## src/rtl/ceespu_wb_arbiter.sv

```systemverilog
`default_nettype none
// +------------------------------------------------------------------------+
// | ceespu_wb_arbiter                                                      |
// | Round-robin ALU/LSU writeback arbiter for the register-file write port |
// | with a per-register pending-write scoreboard for RAW hazard detection. |
// | Optional: CEESPU_WB_FORWARD_EN adds write-port forwarding outputs.     |
// | Revision: 1.0                                                          |
// +------------------------------------------------------------------------+
module ceespu_wb_arbiter #(
  parameter  int DATA_W      = 32,
  parameter  int NUM_REGS    = 32,
  parameter  int R0_WRITABLE = 1,
  localparam int SEL_W       = $clog2(NUM_REGS)
) (
  input  logic              I_clk,
  input  logic              I_rst,
  input  logic              I_alu_valid,
  input  logic [SEL_W-1:0]  I_alu_sel,
  input  logic [DATA_W-1:0] I_alu_data,
  output logic              O_alu_ready,
  input  logic              I_lsu_valid,
  input  logic [SEL_W-1:0]  I_lsu_sel,
  input  logic [DATA_W-1:0] I_lsu_data,
  output logic              O_lsu_ready,
  input  logic              I_iss_valid,
  input  logic [SEL_W-1:0]  I_iss_sel,
  output logic              O_iss_ready,
  input  logic [SEL_W-1:0]  I_selA,
  input  logic [SEL_W-1:0]  I_selB,
  output logic              O_hazA,
  output logic              O_hazB,
`ifdef CEESPU_WB_FORWARD_EN
  output logic              O_fwdA,
  output logic              O_fwdB,
  output logic [DATA_W-1:0] O_fwd_data,
`endif
  output logic              O_we,
  output logic [SEL_W-1:0]  O_selD,
  output logic [DATA_W-1:0] O_dataD
);

  localparam logic [1:0] C_CNT_MAX = 2'd3;

  logic              r_rrLsu;   // 1: LSU wins the next contended cycle
  logic              r_we;
  logic [SEL_W-1:0]  r_selD;
  logic [DATA_W-1:0] r_dataD;
  logic [1:0]        r_cnt [NUM_REGS];

  logic              w_contend;
  logic              w_gntAlu;
  logic              w_gntLsu;
  logic [SEL_W-1:0]  w_gntSel;
  logic [DATA_W-1:0] w_gntData;
  logic              w_wrEn;
  logic              w_issMark;
  logic [NUM_REGS-1:0] w_inc;
  logic [NUM_REGS-1:0] w_dec;
  logic              w_hazA;
  logic              w_hazB;

  assign w_contend   = I_alu_valid & I_lsu_valid;
  assign w_gntAlu    = I_alu_valid & (~I_lsu_valid | ~r_rrLsu);
  assign w_gntLsu    = I_lsu_valid & (~I_alu_valid | r_rrLsu);
  assign O_alu_ready = w_gntAlu;
  assign O_lsu_ready = w_gntLsu;

  always_comb begin
    w_gntSel  = I_alu_sel;
    w_gntData = I_alu_data;
    if (w_gntLsu) begin
      w_gntSel  = I_lsu_sel;
      w_gntData = I_lsu_data;
    end
  end

  // r0 writes are still accepted when read-only, they just never reach the port
  assign w_wrEn = (w_gntAlu | w_gntLsu) & ((R0_WRITABLE != 0) || (w_gntSel != '0));

  always_ff @(posedge I_clk or posedge I_rst) begin
    if (I_rst) begin
      r_rrLsu <= 1'b0;
      r_we    <= 1'b0;
      r_selD  <= '0;
      r_dataD <= '0;
    end else begin
      r_we <= w_wrEn;
      if (w_wrEn) begin
        r_selD  <= w_gntSel;
        r_dataD <= w_gntData;
      end
      if (w_contend) begin
        r_rrLsu <= ~r_rrLsu;
      end
    end
  end

  assign O_we    = r_we;
  assign O_selD  = r_selD;
  assign O_dataD = r_dataD;

  assign O_iss_ready = (r_cnt[I_iss_sel] != C_CNT_MAX);
  assign w_issMark   = I_iss_valid & O_iss_ready & ((R0_WRITABLE != 0) || (I_iss_sel != '0));

  always_comb begin
    w_inc = '0;
    w_dec = '0;
    if (w_issMark) begin
      w_inc[I_iss_sel] = 1'b1;
    end
    if (r_we) begin
      w_dec[r_selD] = 1'b1;
    end
  end

  always_ff @(posedge I_clk or posedge I_rst) begin
    if (I_rst) begin
      for (int i = 0; i < NUM_REGS; i++) begin
        r_cnt[i] <= 2'd0;
      end
    end else begin
      for (int i = 0; i < NUM_REGS; i++) begin
        if (w_inc[i] && !w_dec[i] && r_cnt[i] != C_CNT_MAX) begin
          r_cnt[i] <= r_cnt[i] + 2'd1;
        end else if (w_dec[i] && !w_inc[i] && r_cnt[i] != 2'd0) begin
          r_cnt[i] <= r_cnt[i] - 2'd1;
        end
      end
    end
  end

`ifndef SYNTHESIS
  always_ff @(posedge I_clk) begin
    if (!I_rst && r_we && r_cnt[r_selD] == 2'd0 && !w_inc[r_selD]) begin
      $display("ceespu_wb_arbiter: warning: writeback to r%0d with no pending issue", r_selD);
    end
  end
`endif

  assign w_hazA = (r_cnt[I_selA] != 2'd0);
  assign w_hazB = (r_cnt[I_selB] != 2'd0);

`ifdef CEESPU_WB_FORWARD_EN
  // last outstanding write is on the port now: consumer takes the forwarded value
  assign O_fwdA     = r_we & (r_selD == I_selA);
  assign O_fwdB     = r_we & (r_selD == I_selB);
  assign O_fwd_data = r_dataD;
  assign O_hazA     = w_hazA & ~(O_fwdA & (r_cnt[I_selA] == 2'd1));
  assign O_hazB     = w_hazB & ~(O_fwdB & (r_cnt[I_selB] == 2'd1));
`else
  assign O_hazA = w_hazA;
  assign O_hazB = w_hazB;
`endif

endmodule
`default_nettype wire

```

## config.mk

```make
export PLATFORM = sky130hd
export DESIGN_NAME = ceespu_wb_arbiter
export DESIGN_NICKNAME = d
export VERILOG_FILES = /design/src/rtl/ceespu_wb_arbiter.sv
export SDC_FILE = /design/constraint.sdc
export NUM_CORES = 1
export LEC_CHECK = 0
export BUFFER_PORTS_ARGS = -buffer_cell sky130_fd_sc_hd__buf_4
export CORE_ASPECT_RATIO = 0.9
export CORE_MARGIN = 2
export CORE_UTILIZATION = 57
export CTS_CLUSTER_DIAMETER = 80
export DETAILED_ROUTE_END_ITERATION = 8
export PLACE_DENSITY_LB_ADDON = 0.25
export SLEW_MARGIN = 20
export SYNTH_ARGS = -nofsm -noshare
export SYNTH_HDL_FRONTEND = slang
export SYNTH_SLANG_ARGS = --single-unit
```

## constraint.sdc

```tcl
create_clock -name I_clk -period 4.1 [get_ports I_clk]
set_input_delay 0.205 -clock I_clk [delete_from_list [all_inputs] [get_ports I_clk]]
set_output_delay 0.205 -clock I_clk [all_outputs]
set_load 0.01 [all_outputs]
```

==> results.ini, run 1 <==
[outcome]
status = complete, no violations

[place]
placement.io_buffers = 136
hpwl_um = 14900
place_congestion = 0.971
dp_slack_ns = 0.854

[power_and_ir_drop]
power_frac_comb_pct = 36.9
p_clk_share_pct = 22.5
power.total_mw = 4.12
p_sw_share_pct = 40.4
p_int_mw = 2.45
pwr_density_cell_mw_per_mm2 = 481
power.leakage_nw = 3.58
p_sw_mw = 1.66
ir_worst_vdd_v = 0.000288
seq_power_share_pct = 40.6

[clocking]
cts_tree = done
clk_pin_slew_ns = 0.08
cts_buffers = 9
clkLatencyLatePin_ns = 0.36
cts_sinks = 103
cts_resized = 0
htreeDepth = 3
root_buffer = clkbuf_16
max-clock-path-buffers = 2

[synth]
yosysSeqAreaShare_pct = 35.6
synth_cell_type_count = 54
synthArstFlopShare_pct = 100
synth_area_mm2 = 0.00723
yosys.area.top_type = dfrtp_1
yosysTopAreaCellShare_pct = 35.6
synth_seq_cells = 103
synth_edf_count = 0
yosysWarningCount = 0
ys.flop_type = dfrtp_1
synth_area_leaders = dfrtp_1, nor2_1, a21oi_1
syn_inst = 888
synthesis.nets = 982
synth.avg_cell_area_um2 = 8.15

[timing]
finalSetupViolCount = 0
relSlewSlack_pct = 40.6
skew_ns = 0.0143
tightest_slew_ns = 0.891
post-route-period-util_pct = 78.8
setup_tns_ns = 0
fmax_mhz = 309
min_period_ns = 3.23
setup_ws_ns = 0.868
final-max-slew-violation-count = 0
hold_violations = 0
rsz0062_at_grt = false

[worst_hold_path]
worstHoldPathCells = 3
holdCritPathClass = in -> reg

[critical_path]
timing_worst_setup_path_type = reg -> out
ff2ff_path_depth = 8
cp-end-kind = output port
path_max_fanout = 22
crit_required_ns = 3.89
cp-start-kind = register
crit_arrival_ns = 3.03

[detailed_routing]
detail_route.wl_per_cell_um = 18.5
routed-via-count = 7383
vias_per_cell = 6.43
firstDrtPassIters = 9
initialDrtViolationCount = 919
routed_wl_um = 21200
remaining_drc_errors = 0
drtAntennaViolNets = 0

[global_route]
grt_pass1_vias = 6951
grt_overflow_total = 0
grt_pass1_wl_um = 34600
grt.total_usage_pct = 32.1
grt_max_degree = 100
antenna_found_initial = 0

[finish]
fin_util_pct = 68.2
fillerInstances = 1002
nNetsFinal = 1073
final_cell_mix = buf_4, nor2_1, dfrtp_1, a21oi_1, nor3_1
final_common_cell = buf_4
layout-drive-gt1-share_pct = 20.0
antenna_cells = 0
syn2layout_area_growth_pct = 18.3

[die]
die_w_um = 123
io_pins = 137
dieHeight_um = 111
core.rowCount = 39
die-area_mm2 = 0.0136
start_util_pct = 57.7
fp.coreArea_mm2 = 0.0125

[job]
maxCapViolCount = 0

-- Yosys cell counts, types with 7 or more instances --
cell type,instances
o21ai_0,35
nand3_1,33
xnor2_1,24
o21ai_2,8
a221oi_1,7
o22ai_1,39
nor3_1,69
o21a_1,8
mux4_2,12
nand2_1,18
o22a_1,11
a31oi_1,38
nand3b_1,9
a211oi_1,25
dfrtp_1,103
a22oi_1,19
nor2_1,140
mux2i_1,25
clkbuf_1,46
a21boi_0,12
a21oi_1,84
inv_1,48
a211o_1,8
-- layout make-up --
class | instances | area [um^2] | area share (%)
clock buffer | 9 | 225 | 2.63
tap | 164 | 205 | 2.40
inverter | 48 | 183 | 2.14
timing repair buffer | 146 | 1100 | 12.8
multi-input combinational | 671 | 4180 | 48.8
clock inverter | 7 | 88.8 | 1.04
sequential | 103 | 2580 | 30.1
-- worst max-delay path: stages, from the launching register on --
cell and delay, ns:
dfrtp_1 0.46, mux2i_1 0.18, o22ai_1 0.10, or3_4 0.42, a211oi_4 0.52, buf_4 0.37, or2_1 0.16, buf_4 0.27
buf_4 0.17
-- metrics by stage --
step	hold WS [ns]	instance area, um^2	cells
2_1_floorplan	0.353	7230	888
3_3_place_gp	0.272	8230	1131
3_5_place_dp	0.276	8230	1131
4_1_cts	0.0899	8550	1148
5_1_grt	0.115	8550	1148
6_report	0.0989	8550	1148
-- power groups by stage --
stage | Sequential [mW] | Combinational [mW] | Clock, mW
floorplan | 1.55 | 1.03 | 0
CTS | 1.65 | 1.50 | 0.935
global placement | 1.66 | 1.46 | 0
detailed placement | 1.66 | 1.49 | 0
finish | 1.67 | 1.52 | 0.927
global route | 1.71 | 1.66 | 0.983
-- flip-flops by register name (all words and copies together), names as in the netlist --
signal / count
O_we: 1
r_cnt: 64
r_rrLsu: 1
O_dataD: 32
O_selD: 5
-- per-layer routing --
| metal | share of wire (%) | vias to the layer above | GRT usage [%] | routed length (um) |
|---|---|---|---|---|
| met1 | 42 | 3494 | 44.5 | 8920 |
| met3 | 11 | 37 | 10.1 | 2270 |
| met2 | 45 | 393 | 48.7 | 9590 |
| met4 | 2.1 | 0 | 8.66 | 438 |
| li1 | - | 3459 | - | - |
| met5 | 0 | - | 0 | 0 |
-- cell families after synthesis --
family / share of synthesized area [%]
xor+xnor: 2.91
mux: 8.13
simple gates: 18.5
flops: 35.6
compound gates: 28.2
buf+inv: 6.63
-- final timing paths --
check	startpoint	to	slack, ns
worst min-delay path	I_alu_sel[3]	O_selD[3]	0.1
max in group asynchronous	I_rst	r_cnt[28]	2.80
min in group asynchronous	I_rst	O_dataD[27]	0.44
worst max register to register	r_cnt[12]	r_cnt[43]	1.10
worst max-delay path	r_cnt[35]	O_iss_ready	0.87
worst min register to register	r_cnt[26]	r_cnt[26]	0.53
-- what timing repair did --
action | in CTS | in global routing
hold buffers | 1 | 0
setup buffers | 0 | 0
endpoints found under the hold margin | 37 | 0
Note: power is estimated with default switching activity, not from simulation.
==> inputs of run 2 (changes only) <==
==> constraint.sdc (replaced) <==
create_clock -name I_clk -period 3.2 [get_ports I_clk]
set_input_delay 0.16 -clock I_clk [delete_from_list [all_inputs] [get_ports I_clk]]
set_output_delay 0.16 -clock I_clk [all_outputs]
set_load 0.01 [all_outputs]
==> run 2 against run 1 <==
Non-clock buffer count rose by 6. Register-to-register slack lost 0.68 ns. Die area stayed put. Utilization is 0.38 points higher. Final cell count is 0.52% higher. First-iteration DRC count is the same. Power increased by 29%. Routed wire length increased by 0.91%. Largest cell class unchanged. Critical path type unchanged. Global-route usage grew 0.34 points. Combinational power is 31% higher.
==> results.ini, run 2 (same netlist as run 1, synthesis figures left out) <==
[outcome]
status = complete, no violations

[finish]
largest_register_ffs = 64  ; unchanged
layout-drive-gt1-share_pct = 20.5  ; +0.48 points
final_common_cell = buf_4
stdcell_area_mm2 = 0.00860  ; +0.56%
fin_cells = 1154  ; +0.52%
nNetsFinal = 1079  ; +0.56%
largest-register = r_cnt
antenna_cells = 0  ; unchanged
syn2layout_area_growth_pct = 18.9
final_cell_mix = buf_4, nor2_1, dfrtp_1, a21oi_1, nor3_1
fillerInstances = 987  ; -1.5%

[timing]
post-route-period-util_pct = 90.1
min_period_ns = 2.88
relSlewSlack_pct = 29.8  ; -11 points
tightest_slew_ns = 1.04  ; +0.151 ns
rsz0062_at_grt = false
final-max-slew-violation-count = 0  ; unchanged
hold_violations = 0  ; unchanged
finalSetupViolCount = 0  ; unchanged
setup_tns_ns = 0  ; unchanged
skew_ns = 0.0139  ; -0.000332 ns
fmax_mhz = 347
setup_ws_ns = 0.317  ; -0.551 ns

[detailed_routing]
detail_route.wl_per_cell_um = 18.5  ; +0.38%
routed-via-count = 7406  ; +0.31%
drtAntennaViolNets = 0  ; unchanged
vias_per_cell = 6.42  ; -0.21%
initialDrtViolationCount = 919  ; unchanged
firstDrtPassIters = 6  ; -3
routed_wl_um = 21400  ; +0.91%
remaining_drc_errors = 0  ; unchanged

[place]
placed_cells = 1137  ; +0.53%
hpwl_um = 14800  ; -0.51%
dp_slack_ns = 0.288  ; -0.567 ns
placed_area_mm2 = 0.00828  ; +0.55%
placement.io_buffers = 136  ; unchanged
place_congestion = 0.985  ; +1.5%

[clocking]
clkLatencyLatePin_ns = 0.37  ; about the same
max-clock-path-buffers = 2  ; unchanged
cts_sinks = 103  ; unchanged
htreeDepth = 3  ; unchanged
cts_buffers = 9  ; unchanged
clk_pin_slew_ns = 0.08  ; about the same
cts_tree = done
root_buffer = clkbuf_16

[die]
die_w_um = 123  ; unchanged
io_pins = 137  ; unchanged
start_util_pct = 57.7  ; unchanged
dieHeight_um = 111  ; unchanged
fp.coreArea_mm2 = 0.0125  ; unchanged
die-area_mm2 = 0.0136  ; unchanged
core.rowCount = 39  ; unchanged

[critical_path]
cp-start-kind = register
crit_path_start = r_cnt[19]
crit_arrival_ns = 2.72  ; -0.31 ns
cp_slowest_stage_delay_ns = 0.52  ; about the same
crit_required_ns = 3.04  ; -0.85 ns
timing_worst_setup_path_type = reg -> out
cp-end-kind = output port
r2r-start = r_cnt[46]
cp_slowest_cell = mux4_2
crit_chain = mux4_2 > a22o_1 > a211oi_4 > buf_4 > or2_1 > buf_4 > buf_4
path_max_fanout = 24  ; +9.1%
crit_top_cell = buf_4

[worst_hold_path]
min-delay-start = I_alu_sel[3]
holdCritPathClass = in -> reg

[power_and_ir_drop]
pwr_density_cell_mw_per_mm2 = 616  ; +28%
power.total_mw = 5.30  ; +29%
power.leakage_nw = 3.60  ; +0.64%
ir_worst_vdd_v = 0.000399  ; +38%

[job]
maxCapViolCount = 0  ; unchanged

[global_route]
grt.total_usage_pct = 32.5  ; +0.34 points
grt_pass1_vias = 6859  ; -1.3%
antenna_found_initial = 2  ; +2
grt_pass1_wl_um = 34900  ; +0.90%
grt_overflow_total = 0  ; unchanged
grt_max_degree = 58  ; -42%

[run 2: changes by cell type in the layout (fill, tap and decap cells not counted)]
cell        before  now
buf_4          145  151
o21ai_1          2    1
clkinv_2         1    0
o21ai_0         34   35
clkinv_4         0    2
inv_6            3    1
clkinvlp_4       0    1
[run 2: per-stage QoR]
stage / util (%) / hold WS [ns]
2_1_floorplan: - / 0.308
3_3_place_gp: 66.0 / 0.292
3_5_place_dp: 66.0 / 0.283
4_1_cts: 68.6 / 0.0487
5_1_grt: 68.6 / 0.0564
6_report: 68.6 / 0.0556
[run 2: worst max-delay path, delay by kind of cell, from the launching register on]
kind / cells / cell delay (ns)
flops: 1 / 0.44
buf+inv: 3 / 0.74
mux: 1 / 0.52
compound gates: 2 / 0.51
simple gates: 1 / 0.15
[run 2: where the power goes]
part / leakage [nW] / switching (mW) / total (mW) / internal, mW
clock: 0.151 / 0.563 / 1.19 / 0.625
combinational: 2.22 / 1.09 / 1.99 / 0.900
sequential: 1.23 / 0.490 / 2.12 / 1.63
total: 3.60 / 2.14 / 5.30 / 3.16
[run 2: cell type report]
class / instances / area, um^2 / share of cell area [%]
Multi-Input combinational cell: 671 / 4180 / 48.6
Sequential cell: 103 / 2580 / 30.0
Timing Repair Buffer: 152 / 1140 / 13.3
Clock buffer: 9 / 225 / 2.62
Tap cell: 164 / 205 / 2.39
Inverter: 48 / 183 / 2.12
Clock inverter: 7 / 91.3 / 1.06
[run 2: path summary, 6_finish.rpt]
check,slack [ns],to,depth (start not counted)
min,0.06,O_selD[3],3
max in group asynchronous,1.92,r_cnt[11],4
min in group asynchronous,0.44,O_dataD[20],3
max,0.32,O_iss_ready,7
max reg2reg,0.42,r_cnt[43],8
min reg2reg,0.54,r_cnt[28],1
[run 2: what timing repair did]
action,in CTS,in global routing
hold buffers,1,0
setup endpoints to repair,0,0
resized for setup,0,0
endpoints found under the hold margin,46,0
buffers inserted,0,0
[run 2: routing by layer]
metal	up-vias	wire length (um)	global-route usage (%)
met2	346	9490	46.7
li1	3473	-	-
met5	-	57	0
met3	67	2200	11.2
met1	3516	8950	44.8
met4	4	701	12.6
==> inputs of run 3 (changes only) <==
--- a/config.mk
+++ b/config.mk
@@ -5,12 +5,12 @@
 export SDC_FILE = /design/constraint.sdc
 export NUM_CORES = 1
 export LEC_CHECK = 0
-export BUFFER_PORTS_ARGS = -buffer_cell sky130_fd_sc_hd__buf_4
 export CORE_ASPECT_RATIO = 0.9
 export CORE_MARGIN = 2
-export CORE_UTILIZATION = 57
+export CORE_UTILIZATION = 39
 export CTS_CLUSTER_DIAMETER = 80
 export DETAILED_ROUTE_END_ITERATION = 8
+export DONT_BUFFER_PORTS = 1
 export PLACE_DENSITY_LB_ADDON = 0.25
 export SLEW_MARGIN = 20
 export SYNTH_ARGS = -nofsm -noshare
==> run 3 against run 2 <==
Utilization down 22 points. Non-clock buffer count down 60. Register-to-register slack worse by 0.05 ns. Highest routed layer is now met4. Clock power about the same. Final cell count up 1.8%. Routed wire length up 6.7%. Global-route usage down 9.3 points. Die area up 44%. Critical endpoint unchanged. Power down 2.5%.
==> results.ini, run 3 (same netlist as run 1, synthesis figures left out) <==
[finish]
stdcell_area_mm2 = 0.00848  ; -1.5%
fin_cells = 1175  ; +1.8%
layout-drive-gt1-share_pct = 7.53  ; -13 points
nNetsFinal = 1019  ; -5.6%
fin_util_pct = 46.3  ; -22 points
syn2layout_area_growth_pct = 17.2
antenna_cells = 0  ; unchanged
final_common_cell = nor2_1
largest_register_ffs = 64  ; unchanged
largest-register = r_cnt
final_cell_mix = nor2_1, dfrtp_1, a21oi_1, dlygate4sd3_1, nor3_1

[power_and_ir_drop]
power_frac_comb_pct = 35.2  ; -2.4 points
p_sw_mw = 2.11  ; -1.6%
seq_power_share_pct = 41.9  ; +1.9 points
ir_worst_vdd_v = 0.000327  ; -18%
power.leakage_nw = 3.27  ; -9.1%
p_int_mw = 3.06  ; -3.1%
p_sw_share_pct = 40.8  ; +0.39 points
pwr_density_cell_mw_per_mm2 = 610  ; -1.1%
power.total_mw = 5.17  ; -2.5%
p_clk_share_pct = 22.9  ; +0.5 points

[timing]
hold_violations = 0  ; unchanged
relSlewSlack_pct = 34.7  ; +4.8 points
final-max-slew-violation-count = 0  ; unchanged
fmax_mhz = 336  ; -3.0%
rsz0062_at_grt = false
setup_ws_ns = 0.228  ; -0.0897 ns
finalSetupViolCount = 0  ; unchanged
post-route-period-util_pct = 92.9  ; +2.8 points
fin_hold_ws_ns = 0.0332  ; -0.0224 ns
setup_tns_ns = 0  ; unchanged
min_period_ns = 2.97  ; +0.0897 ns
tightest_slew_ns = 0.970  ; -0.0719 ns
skew_ns = 0.0118  ; -0.00217 ns

[global_route]
grt_overflow_total = 0  ; unchanged
grt_pass1_vias = 6673  ; -2.7%
grt_pass1_wl_um = 36300  ; +4.1%
grt.total_usage_pct = 23.2  ; -9.3 points
grt_max_degree = 68  ; +17%
antenna_found_initial = 0  ; -2

[job]
maxCapViolCount = 0  ; unchanged

[clocking]
cts_tree = done
root_buffer = clkbuf_16
clkLatencyLatePin_ns = 0.37  ; about the same
htreeDepth = 3  ; unchanged
cts_buffers = 9  ; unchanged
cts_sinks = 103  ; unchanged
max-clock-path-buffers = 2  ; unchanged
clk_pin_slew_ns = 0.08  ; about the same

[die]
dieHeight_um = 133  ; +20%
fp.coreArea_mm2 = 0.0183  ; +46%
die_w_um = 148  ; +20%
core.rowCount = 47  ; +21%
die-area_mm2 = 0.0197  ; +44%
io_pins = 137  ; unchanged
start_util_pct = 39.5  ; -18 points

[critical_path]
crit_arrival_ns = 2.81  ; +0.09 ns
timing_worst_setup_path_type = reg -> out
critPathCapture = O_iss_ready
r2r_slack_ns = 0.37  ; -0.05 ns
reg2reg_to = r_cnt[9]
ff2ff_path_depth = 9  ; +1
r2r-start = r_cnt[46]
cp-start-kind = register
cp-end-kind = output port
crit_required_ns = 3.04  ; about the same
crit_path_start = r_cnt[46]
path_max_fanout = 22  ; -8.3%

[detailed_routing]
routed-via-count = 7137  ; -3.6%
firstDrtPassIters = 5  ; -1
routed_wl_um = 22800  ; +6.7%
initialDrtViolationCount = 697  ; -24%
detail_route.wl_per_cell_um = 19.4  ; +4.8%
remaining_drc_errors = 0  ; unchanged
drtAntennaViolNets = 0  ; unchanged
vias_per_cell = 6.07  ; -5.4%

[place]
hpwl_um = 15100  ; +2.1%
dp_slack_ns = 0.358  ; +0.0705 ns
place_congestion = 0.922  ; -6.4%
placement.io_buffers = 0  ; -100%
placed_area_mm2 = 0.00740  ; -11%
placed_cells = 1084  ; -4.7%

[worst_hold_path]
holdCritPathClass = in -> reg

[outcome]
status = complete, no violations

run 3: cell types whose count changed in the layout (fill, tap and decap cells not counted), sizes merged:
cell / before / now
buf: 151 / 18
bufinv: 1 / 0
clkinv: 3 / 4
clkinvlp: 1 / 0
dlygate4sd3: 1 / 74
inv: 50 / 51
run 3: worst min-delay path by stage:
stage / start / end / slack, ns / depth (start not counted)
after detailed placement: I_rst / r_cnt[7] / 0.20 / 1
after global placement: I_rst / r_cnt[7] / 0.20 / 1
after CTS: I_alu_data[24] / O_dataD[24] / 0.03 / 2
final: I_alu_data[24] / O_dataD[24] / 0.03 / 2
after global routing: I_alu_data[24] / O_dataD[24] / 0.08 / 2
after floorplan: I_alu_sel[0] / O_selD[0] / 0.31 / 2
run 3: area by class of cell:
type / count / area [um^2]
clock buffer: 9 / 225
clock inverter: 7 / 93.8
fill: 1771 / 9810
inverter: 48 / 183
multi-input combinational: 671 / 4180
sequential: 103 / 2580
tap: 245 / 307
timing repair buffer: 92 / 913
run 3: power by group through the flow:
stage | clock, mW | combinational (mW) | sequential, mW
floorplan | 0 | 1.32 | 1.98
global placement | 0 | 1.55 | 2.19
detailed placement | 0 | 1.57 | 2.18
CTS | 1.20 | 1.78 | 2.16
global route | 1.25 | 1.99 | 2.23
finish | 1.18 | 1.82 | 2.17
run 3: critical path, stage by stage, from the launching register on:
cell	delay, ns
dfrtp_1	0.44
mux2_2	0.30
a222oi_1	0.40
and4b_1	0.25
a21o_1	0.28
buf_4	0.22
or2_1	0.32
buf_12	0.23
run 3: per-layer routing:
layer | up-vias | share of wire [%] | track usage [%]
met1 | 3427 | 44 | 31.8
met4 | 0 | 1.7 | 6.36
met2 | 319 | 44 | 35.4
met3 | 31 | 9.6 | 7.36
li1 | 3360 | - | -
met5 | - | 0 | 0
run 3: what timing repair did:
action | CTS | global route
endpoints found under the hold margin | 88 | 0
resized for setup | 0 | 0
hold buffers | 75 | 0
buffers inserted | 0 | 0
